$ cat src/rtl/macro_keys_pkg.sv
// rtl/macro_keys_pkg.sv - shared FSM state type and HID keycodes for the macro-pad path
package macro_keys_pkg;

    typedef enum logic [1:0] {
        ST_IDLE = 2'd0,
        ST_WAIT = 2'd1,
        ST_GAP  = 2'd2
    } mk_state_e;

    // HID usage IDs for the letters a..d, shared with the keystroke sender
    localparam logic [7:0] HID_A = 8'h04;
    localparam logic [7:0] HID_B = 8'h05;
    localparam logic [7:0] HID_C = 8'h06;
    localparam logic [7:0] HID_D = 8'h07;

endpackage

$ cat src/rtl/key_debounce.sv
// rtl/key_debounce.sv - two-flop synchroniser plus stable-level debouncer for one button
module key_debounce #(
    parameter int DEBOUNCE_CYCLES = 8
) (
    input  logic clk,
    input  logic rst_n,
    input  logic key_n,
    output logic pressed_level,
    output logic press_pulse
);

    localparam int CW = $clog2(DEBOUNCE_CYCLES) + 1;

    logic [1:0]    sync_q, sync_d;
    logic          state_q, state_d;
    logic [CW-1:0] cnt_q, cnt_d;
    logic          pulse_q, pulse_d;
    logic          pressed_now;

    assign pressed_now = ~sync_q[1];

    // Count consecutive cycles where the synced level disagrees with the accepted state
    always_comb begin
        sync_d  = {sync_q[0], key_n};
        state_d = state_q;
        cnt_d   = cnt_q;
        pulse_d = 1'b0;
        if (pressed_now == state_q) begin
            cnt_d = '0;
        end else if (cnt_q == CW'(DEBOUNCE_CYCLES - 1)) begin
            state_d = pressed_now;
            cnt_d   = '0;
            pulse_d = pressed_now;
        end else begin
            cnt_d = cnt_q + CW'(1);
        end
    end

    // Synchroniser resets to the released (high) level so reset never fakes a press
    always_ff @(posedge clk or negedge rst_n) begin
        if (!rst_n) begin
            sync_q  <= 2'b11;
            state_q <= 1'b0;
            cnt_q   <= '0;
            pulse_q <= 1'b0;
        end else begin
            sync_q  <= sync_d;
            state_q <= state_d;
            cnt_q   <= cnt_d;
            pulse_q <= pulse_d;
        end
    end

    assign pressed_level = state_q;
    assign press_pulse   = pulse_q;

endmodule

$ cat src/rtl/macro_key_event_queue.sv
// rtl/macro_key_event_queue.sv - debounced key presses queued as HID codes for the keystroke sender
module macro_key_event_queue
    import macro_keys_pkg::*;
#(
    parameter int NUM_KEYS        = 4,
    parameter int SYS_FREQ        = 12_090_000,
    parameter int DEBOUNCE_CYCLES = SYS_FREQ / 50,
    parameter logic [NUM_KEYS*8-1:0] KEYMAP = {HID_D, HID_C, HID_B, HID_A},
    parameter int FIFO_DEPTH      = 4,
    parameter int WAIT_TIMEOUT    = SYS_FREQ
) (
    input  logic                clk,
    input  logic                rst_n,
    input  logic [NUM_KEYS-1:0] keys_n,
    input  logic                sender_done,
    output logic                start,
    output logic [7:0]          keycode,
    output logic                busy,
    output logic                overflow,
    output logic                timeout_err
);

    localparam int PW   = $clog2(FIFO_DEPTH);
    localparam int CNTW = PW + 1;
    localparam int TW   = $clog2(WAIT_TIMEOUT) + 1;

    logic [NUM_KEYS-1:0] key_level;
    logic [NUM_KEYS-1:0] key_pulse;
    logic [NUM_KEYS-1:0] press_vec;

    genvar g;
    generate
        for (g = 0; g < NUM_KEYS; g++) begin : g_key
            key_debounce #(
                .DEBOUNCE_CYCLES(DEBOUNCE_CYCLES)
            ) u_debounce (
                .clk          (clk),
                .rst_n        (rst_n),
                .key_n        (keys_n[g]),
                .pressed_level(key_level[g]),
                .press_pulse  (key_pulse[g])
            );
        end
    endgenerate

    // The pulse fires on the same edge the level becomes pressed; gating is a cheap sanity guard
    assign press_vec = key_pulse & key_level;

    logic [NUM_KEYS-1:0] pending_q, pending_d;
    logic                overflow_q, overflow_d;
    logic [NUM_KEYS-1:0] grant;
    logic [7:0]          push_data;
    logic                push, pop;

    logic [7:0]      mem_q [FIFO_DEPTH];
    logic [7:0]      mem_d [FIFO_DEPTH];
    logic [PW-1:0]   wr_ptr_q, wr_ptr_d, rd_ptr_q, rd_ptr_d;
    logic [CNTW-1:0] count_q, count_d;
    logic            fifo_full, fifo_empty;

    mk_state_e     state_q, state_d;
    logic [TW-1:0] timer_q, timer_d;
    logic          start_q, start_d;
    logic [7:0]    keycode_q, keycode_d;
    logic          busy_q, busy_d;
    logic          timeout_q, timeout_d;
    logic          timer_expired;

    assign fifo_full  = (count_q == CNTW'(FIFO_DEPTH));
    assign fifo_empty = (count_q == '0);

    // Fixed-priority pick of the lowest pending key and its mapped HID code
    always_comb begin
        grant     = '0;
        push_data = '0;
        for (int i = 0; i < NUM_KEYS; i++) begin
            if (pending_q[i] && (grant == '0)) begin
                grant[i]  = 1'b1;
                push_data = KEYMAP[i*8 +: 8];
            end
        end
    end

    assign push = (|pending_q) && !fifo_full;

    // Pending bits hold presses the full FIFO cannot take; a repeat press of a waiting key is lost
    always_comb begin
        pending_d  = (pending_q & ~(push ? grant : '0)) | press_vec;
        overflow_d = overflow_q | (|(press_vec & pending_q & ~(push ? grant : '0)));
    end

    // Circular keycode buffer; pointers wrap naturally because the depth is a power of two
    always_comb begin
        mem_d    = mem_q;
        wr_ptr_d = wr_ptr_q;
        rd_ptr_d = rd_ptr_q;
        count_d  = count_q;
        if (push) begin
            mem_d[wr_ptr_q] = push_data;
            wr_ptr_d        = wr_ptr_q + PW'(1);
        end
        if (pop) begin
            rd_ptr_d = rd_ptr_q + PW'(1);
        end
        case ({push, pop})
            2'b10:   count_d = count_q + CNTW'(1);
            2'b01:   count_d = count_q - CNTW'(1);
            default: count_d = count_q;
        endcase
    end

    assign timer_expired = (state_q == ST_WAIT) && (timer_q == TW'(WAIT_TIMEOUT - 1));

    // Handshake next state: launch on a queued code, wait for done or timeout, then one settle cycle
    always_comb begin
        state_d = state_q;
        case (state_q)
            ST_IDLE: if (!fifo_empty) state_d = ST_WAIT;
            ST_WAIT: if (sender_done || timer_expired) state_d = ST_GAP;
            ST_GAP:  state_d = ST_IDLE;
            default: state_d = ST_IDLE;
        endcase
    end

    // Handshake outputs; done wins over a timeout landing on the same cycle
    always_comb begin
        pop       = 1'b0;
        start_d   = 1'b0;
        keycode_d = keycode_q;
        busy_d    = 1'b0;
        timeout_d = 1'b0;
        timer_d   = '0;
        case (state_q)
            ST_IDLE: begin
                if (!fifo_empty) begin
                    pop       = 1'b1;
                    start_d   = 1'b1;
                    keycode_d = mem_q[rd_ptr_q];
                    busy_d    = 1'b1;
                end
            end
            ST_WAIT: begin
                timer_d   = timer_q + TW'(1);
                busy_d    = !(sender_done || timer_expired);
                timeout_d = timer_expired && !sender_done;
            end
            default: begin
            end
        endcase
    end

    // State register for queue, arbiter and handshake; reset also aborts an in-flight send
    always_ff @(posedge clk or negedge rst_n) begin
        if (!rst_n) begin
            pending_q  <= '0;
            overflow_q <= 1'b0;
            for (int i = 0; i < FIFO_DEPTH; i++) begin
                mem_q[i] <= '0;
            end
            wr_ptr_q   <= '0;
            rd_ptr_q   <= '0;
            count_q    <= '0;
            state_q    <= ST_IDLE;
            timer_q    <= '0;
            start_q    <= 1'b0;
            keycode_q  <= '0;
            busy_q     <= 1'b0;
            timeout_q  <= 1'b0;
        end else begin
            pending_q  <= pending_d;
            overflow_q <= overflow_d;
            mem_q      <= mem_d;
            wr_ptr_q   <= wr_ptr_d;
            rd_ptr_q   <= rd_ptr_d;
            count_q    <= count_d;
            state_q    <= state_d;
            timer_q    <= timer_d;
            start_q    <= start_d;
            keycode_q  <= keycode_d;
            busy_q     <= busy_d;
            timeout_q  <= timeout_d;
        end
    end

    assign start       = start_q;
    assign keycode     = keycode_q;
    assign busy        = busy_q;
    assign overflow    = overflow_q;
    assign timeout_err = timeout_q;

endmodule
$ cat config.mk
export PLATFORM = sky130hd
export DESIGN_NAME = macro_key_event_queue
export DESIGN_NICKNAME = d
export VERILOG_FILES = /design/src/rtl/macro_keys_pkg.sv /design/src/rtl/key_debounce.sv /design/src/rtl/macro_key_event_queue.sv
export SDC_FILE = /design/constraint.sdc
export NUM_CORES = 1
export LEC_CHECK = 0
export CORE_AREA = 4 4 115 117
export CTS_BUF_LIST = sky130_fd_sc_hd__clkbuf_8
export CTS_CLUSTER_SIZE = 25
export DETAILED_ROUTE_END_ITERATION = 10
export DIE_AREA = 0 0 119 121
export GPL_TIMING_DRIVEN = 1
export PLACE_DENSITY = 0.76
export SKIP_CTS_REPAIR_TIMING = 1
export SYNTH_ARGS = -nofsm -noshare
export SYNTH_HDL_FRONTEND = slang
export SYNTH_SLANG_ARGS = --single-unit
$ cat constraint.sdc
create_clock -name clk -period 6.92 [get_ports clk]
set_clock_uncertainty 0.05 [all_clocks]
set_input_delay 1.038 -clock clk [delete_from_list [all_inputs] [get_ports clk]]
set_output_delay 1.038 -clock clk [all_outputs]
set_load 0.02 [all_outputs]
# Word level (Yosys, flattened, before mapping)
# Index checks and enable logic that the tools add are counted.
# totals
word_cells	141
regBits	174
in_bits	7
output_inout_bits	12
# op_classes
eq_ne	15
order_cmp	3
bitwise	19
n_addsub	9
reduce_logical	24
mux	40
# ops
op	count
2-to-1 mux 19 bit	8
adder 19 x 1 -> 19 bit (second input constant)	4
== test 19 x 18 -> 1 bit (second input constant)	4
2-to-1 mux 8 bit	5
bitwise mux 32 bit	1
adder 25 x 1 -> 25 bit (second input constant)	1
== test 25 x 24 -> 1 bit (second input constant)	1
2-to-1 mux 25 bit	1
bitwise AND 4 bit	4
binary-select mux 8 bit (select 2 bit)	1
demux 8 bit (select 2 bit)	1
2-to-1 mux 1 bit	15
AND reduction 2 bit	6
NOT 1 bit	10
OR reduction 4 bit	2
logical AND 1 bit	7
greater-or-equal comparator 3 bit (second input constant)	2
logical NOT 3 bit	2
2-to-1 mux 3 bit	2
NOT 2 -> 3 bit	2
one-hot mux 3 bit (2 select lines)	1
adder 2 x 1 -> 2 bit (second input constant)	2
== test 1 bit	4
== test 2 x 1 -> 1 bit (second input constant)	2
other kinds (18)	22

# Logic depth before layout (Yosys ltp)
# depth
depth_word	15
ltp_mapped	10

# By module
# From an unflattened synthesis, not the netlist that was laid out.
# hier_totals
cells_unflattened	683
area_unflattened_um2	7163.1
# modules_own_cells
module	cells_each	instances	area_each_um2
key_debounce (g_key[0].u_debounce ...)	106	3	1102.3
macro_key_event_queue	258	1	2742.6
key_debounce (g_key[2].u_debounce)	107	1	1113.6

# Least setup slack after synthesis
# Ideal clock, no wire load.
# synth_timing
kind	reg2reg
start	reg count_q[0]
end	reg count_q[2]
stages_incl_launch_ff	10
t_arrival_ns	2.120
setup_ns	0.079
n_path_buf	0
setup_slack_ns	4.671
cell_sequence	dfrtp_1 > nor3b_1 > a21oi_1 > inv_1 > ha_1 > inv_1 > fa_1 > xor2_1 > nor2_1 > xor2_1
# synth_between
elab_chain_len	5
elab_cells_between_ends	12
cone_classes	2 x add/sub; 3 x eq/ne; 3 x mux; 4 x reduce/logical
# synth_rtl
item	line	text
start, declared	macro_key_event_queue.sv:58	logic [CNTW-1:0] count_q, count_d;
start signal, assigned	macro_key_event_queue.sv:175	count_q <= count_d;
logical NOT 3 bit or == test 3 bit (tied branches)	macro_key_event_queue.sv:70, macro_key_event_queue.sv:69	
2-to-1 mux 1 bit or logical NOT 1 bit (tied branches)	macro_key_event_queue.sv:135, macro_key_event_queue.sv:84	
2-to-1 mux 1 bit or logical AND 1 bit (tied branches)	macro_key_event_queue.sv:133, macro_key_event_queue.sv:84	
== test 2 x 1 -> 1 bit or == test 2 bit (tied branches)	macro_key_event_queue.sv:105	case ({push, pop})
one-hot mux 3 bit (2 select lines) or nonzero test 2 bit (tied branches)	-	
# Parallel ways exist; a longest one is shown, timed or not.
# A chain may end at the register's enable or synchronous reset.

# Worst setup path after layout
# Ends and elaborated chain as after synthesis.

==> impl_metrics.json <==
{
  "slowest_stage": "nor3b_1",
  "synth_cells": 702,
  "fmax_mhz": 371.0,
  "ys.flop_type": "dfrtp_1",
  "synth_area_um2": 7173,
  "tightest_slew_ns": 1.104,
  "drt_iter0_drc": 445,
  "cts_buffer_depth": 2,
  "ys_seq_area_share_pct": 52.12,
  "fillers": 976,
  "rows": 41,
  "routedWlPerCell_um": 14.54,
  "dpl_cell_area_um2": 7425,
  "worstPathCellList": "nor3b_1 > a21oi_1 > inv_1 > ha_1 > inv_1 > fa_1 > xor2_1 > nor2_1 > xor2_1",
  "root_buffer": "clkbuf_8",
  "hold_start": "g_key[3].u_debounce.sync_q[0]",
  "grt_pass1_vias": 5016,
  "critPathBufInv": 2,
  "grt_overflow_total": 0,
  "syn_area_per_cell_um2": 10.22,
  "startpoint": "count_q[0]",
  "synth_warnings": 0,
  "area_growth_pct": 9.384,
  "cts_made_buffers": 17,
  "final_nets": 734,
  "cp.arrival_ns": 3.02,
  "crit_required_ns": 7.25,
  "leakagePower_nw": 3.182,
  "wirelength_mm": 13.10,
  "maxSlewViolCount": 0,
  "antenna_found_initial": 0,
  "cap_violations": 0,
  "fin_area_um2": 7846,
  "cp_max_fo": 8,
  "io_pins": 19,
  "hold_violations": 0,
  "rsz0062_at_grt": "no",
  "place.gp.congestion": 0.8901,
  "grt_pass1_wl_mm": 22.87,
  "portBuffers": 13,
  "finalSetupViolations": 0,
  "regArea_um2": 3739,
  "pre_cts_slack_ns": 4.289,
  "yosys_register_bits": 149,
  "slew-limit-headroom_pct": 25.88,
  "ant_nets": 0,
  "cts_tree": "done",
  "dp_hpwl_mm": 8.968,
  "grt_max_degree": 78,
  "cpPeakStageDelay_ns": 0.64,
  "antennaDiodeCount": 0,
  "die_h_um": 121,
  "critPathLaunchType": "flip-flop",
  "clk_latency_ns": 0.45,
  "period_needed_ns": 2.696,
  "initial_core_util_pct": 58.02,
  "p_per_area_nw_per_um2": 208.0,
  "tns_ns": 0,
  "routed_via_density": 5.677,
  "clock-sinks": 149,
  "multi_input_area_um2": 3212,
  "crit_type": "reg2reg",
  "drc": 0,
  "clkSlewWorstSetupHoldPaths_ns": 0.08,
  "async_flop_share_pct": 100.0,
  "synth-edff-count": 0,
  "finalPower_w": 0.001632,
  "status": "completed",
  "hold_path_class": "reg2reg",
  "coreArea_um2": 12360,
  "worst_slack_ns": 4.224,
  "drt_first_pass_iters": 7,
  "cp-end-kind": "flip-flop",
  "ys_types": 52,
  "drive_above_1_share_pct": 9.602,
  "post-route-period-util_pct": 38.95,
  "critical-path-top-delay-family": "simple AND/OR/NAND/NOR gates",
  "fp.dieW_um": 119,
  "vias": 5115,
  "timing.rr.start": "count_q[0]",
  "dieArea_um2": 14400,
  "grt_usage_pct": 19.41,
  "cts_max_level": 4,
  "peakVddDrop_uv": 156.7
}
[per-stage QoR]
step / util, % / cells / hold slack [ns]
after floorplan: - / 706 / 0.2952
after global placement: 60.05 / 869 / 0.2956
after detailed placement: 60.05 / 869 / 0.2975
after CTS: 63.47 / 901 / 0.3000
after global routing: 63.47 / 901 / 0.3044
final: 63.47 / 901 / 0.3022
[placed cells by master (no fill, tap or decap), types with 2 or more instances in the layout]
cell / count
conb_1: 5
nor4_1: 34
clkinvlp_4: 2
mux2_2: 8
o21ai_0: 21
and3_1: 10
or4_1: 3
and4_1: 4
clkdlybuf4s50_1: 12
clkbuf_8: 21
nor4b_1: 4
nand3_4: 3
bufinv_16: 3
nor2_1: 93
or3_1: 16
xor2_1: 20
nand4_1: 21
nand4_2: 3
mux4_2: 3
inv_1: 34
nor4_2: 2
nand3_1: 40
dfrtp_1: 141
o31ai_1: 6
a31o_2: 4
nor3_1: 28
mux2i_1: 7
clkinv_2: 4
a21oi_1: 21
xnor2_1: 59
ha_1: 10
nand2b_1: 9
nand2_1: 45
dfstp_2: 8
or4_4: 3
a22o_1: 2
nor2b_1: 2
[power by group]
group	switching (W)	internal, W	total (W)
Sequential	0.00000810	0.000880	0.000888
Clock	0.000313	0.000390	0.000702
Combinational	0.0000311	0.0000106	0.0000417
Total	0.000352	0.00128	0.00163
[flip-flops by register name, summed over array words and instances (netlist names), 2 cells and up]
register / flops
g_key.u_debounce.cnt_q: 76
timer_q: 25
mem_q: 12
g_key.u_debounce.sync_q: 8
g_key.u_debounce.press_pulse: 4
g_key.u_debounce.pressed_level: 4
pending_q: 4
count_q: 3
keycode: 3
rd_ptr_q: 2
state_q: 2
wr_ptr_q: 2
[Yosys cell counts (4+ instances only)]
library cell / instances / share of area (%)
mux2_2: 8 / 1.3
xor2_1: 20 / 2.4
dfstp_2: 8 / 2.9
clkbuf_1: 10 / 0.52
buf_4: 6 / 0.63
and4_1: 4 / 0.49
nor4_1: 34 / 3.0
nor3_1: 28 / 2.0
a21oi_1: 21 / 1.5
xnor2_1: 59 / 7.2
nand4_1: 21 / 1.8
nor2_1: 93 / 4.9
dfrtp_1: 141 / 49
nand3_1: 40 / 2.8
or3_1: 16 / 1.4
mux2i_1: 7 / 0.98
and3_1: 10 / 0.87
nand2_1: 45 / 2.4
o31ai_1: 6 / 0.63
a31o_2: 4 / 0.49
buf_2: 6 / 0.42
ha_1: 10 / 1.7
o21ai_0: 21 / 1.5
nor4b_1: 4 / 0.49
nand2b_1: 9 / 0.78
inv_1: 32 / 1.7
[kinds of logic (layout without fill, tap and decap cells)]
| kind of cell | Yosys count | count (layout) | synth area share [%] |
|---|---|---|---|
| other | 1 | 5 | 0.05228 |
| adders and majority gates | 11 | 11 | 2.023 |
| and+or+nand+nor | 325 | 325 | 24.05 |
| AOI/OAI and AO/OA | 64 | 64 | 5.617 |
| DFF | 149 | 149 | 52.12 |
| buffers and inverters | 55 | 78 | 3.314 |
| xor gates and xnor gates | 79 | 79 | 9.646 |
| muxes | 18 | 18 | 3.175 |
[layer usage]
layer | GRT usage [%] | wire (µm) | vias up
met5 | 0 | 0 | -
met4 | 8.400 | 186 | 0
met3 | 4.196 | 459 | 18
met2 | 32.21 | 6473 | 102
met1 | 24.67 | 5980 | 2511
li1 | - | - | 2484
[worst paths after layout]
kind,slack (ns),depth (start not counted),endpoint
max in group asynchronous,4.92,2,g_key[1].u_debounce.cnt_q[10]
worst max-delay path,4.22,9,count_q[2]
min in group asynchronous,0.53,1,g_key[2].u_debounce.cnt_q[13]
worst min-delay path,0.30,0,g_key[3].u_debounce.sync_q[1]
worst max register to register,4.22,9,count_q[2]
worst min register to register,0.30,0,g_key[3].u_debounce.sync_q[1]
[layout make-up]
cell class / instances / share of cell area (%)
clock inverter: 11 / 1.690
timing repair buffer: 14 / 1.770
multi-input combinational: 502 / 40.93
clock buffer: 21 / 3.684
sequential: 149 / 47.65
tap: 172 / 2.743
inverter: 32 / 1.531
No activity file was read; power rests on OpenSTA's default activity.
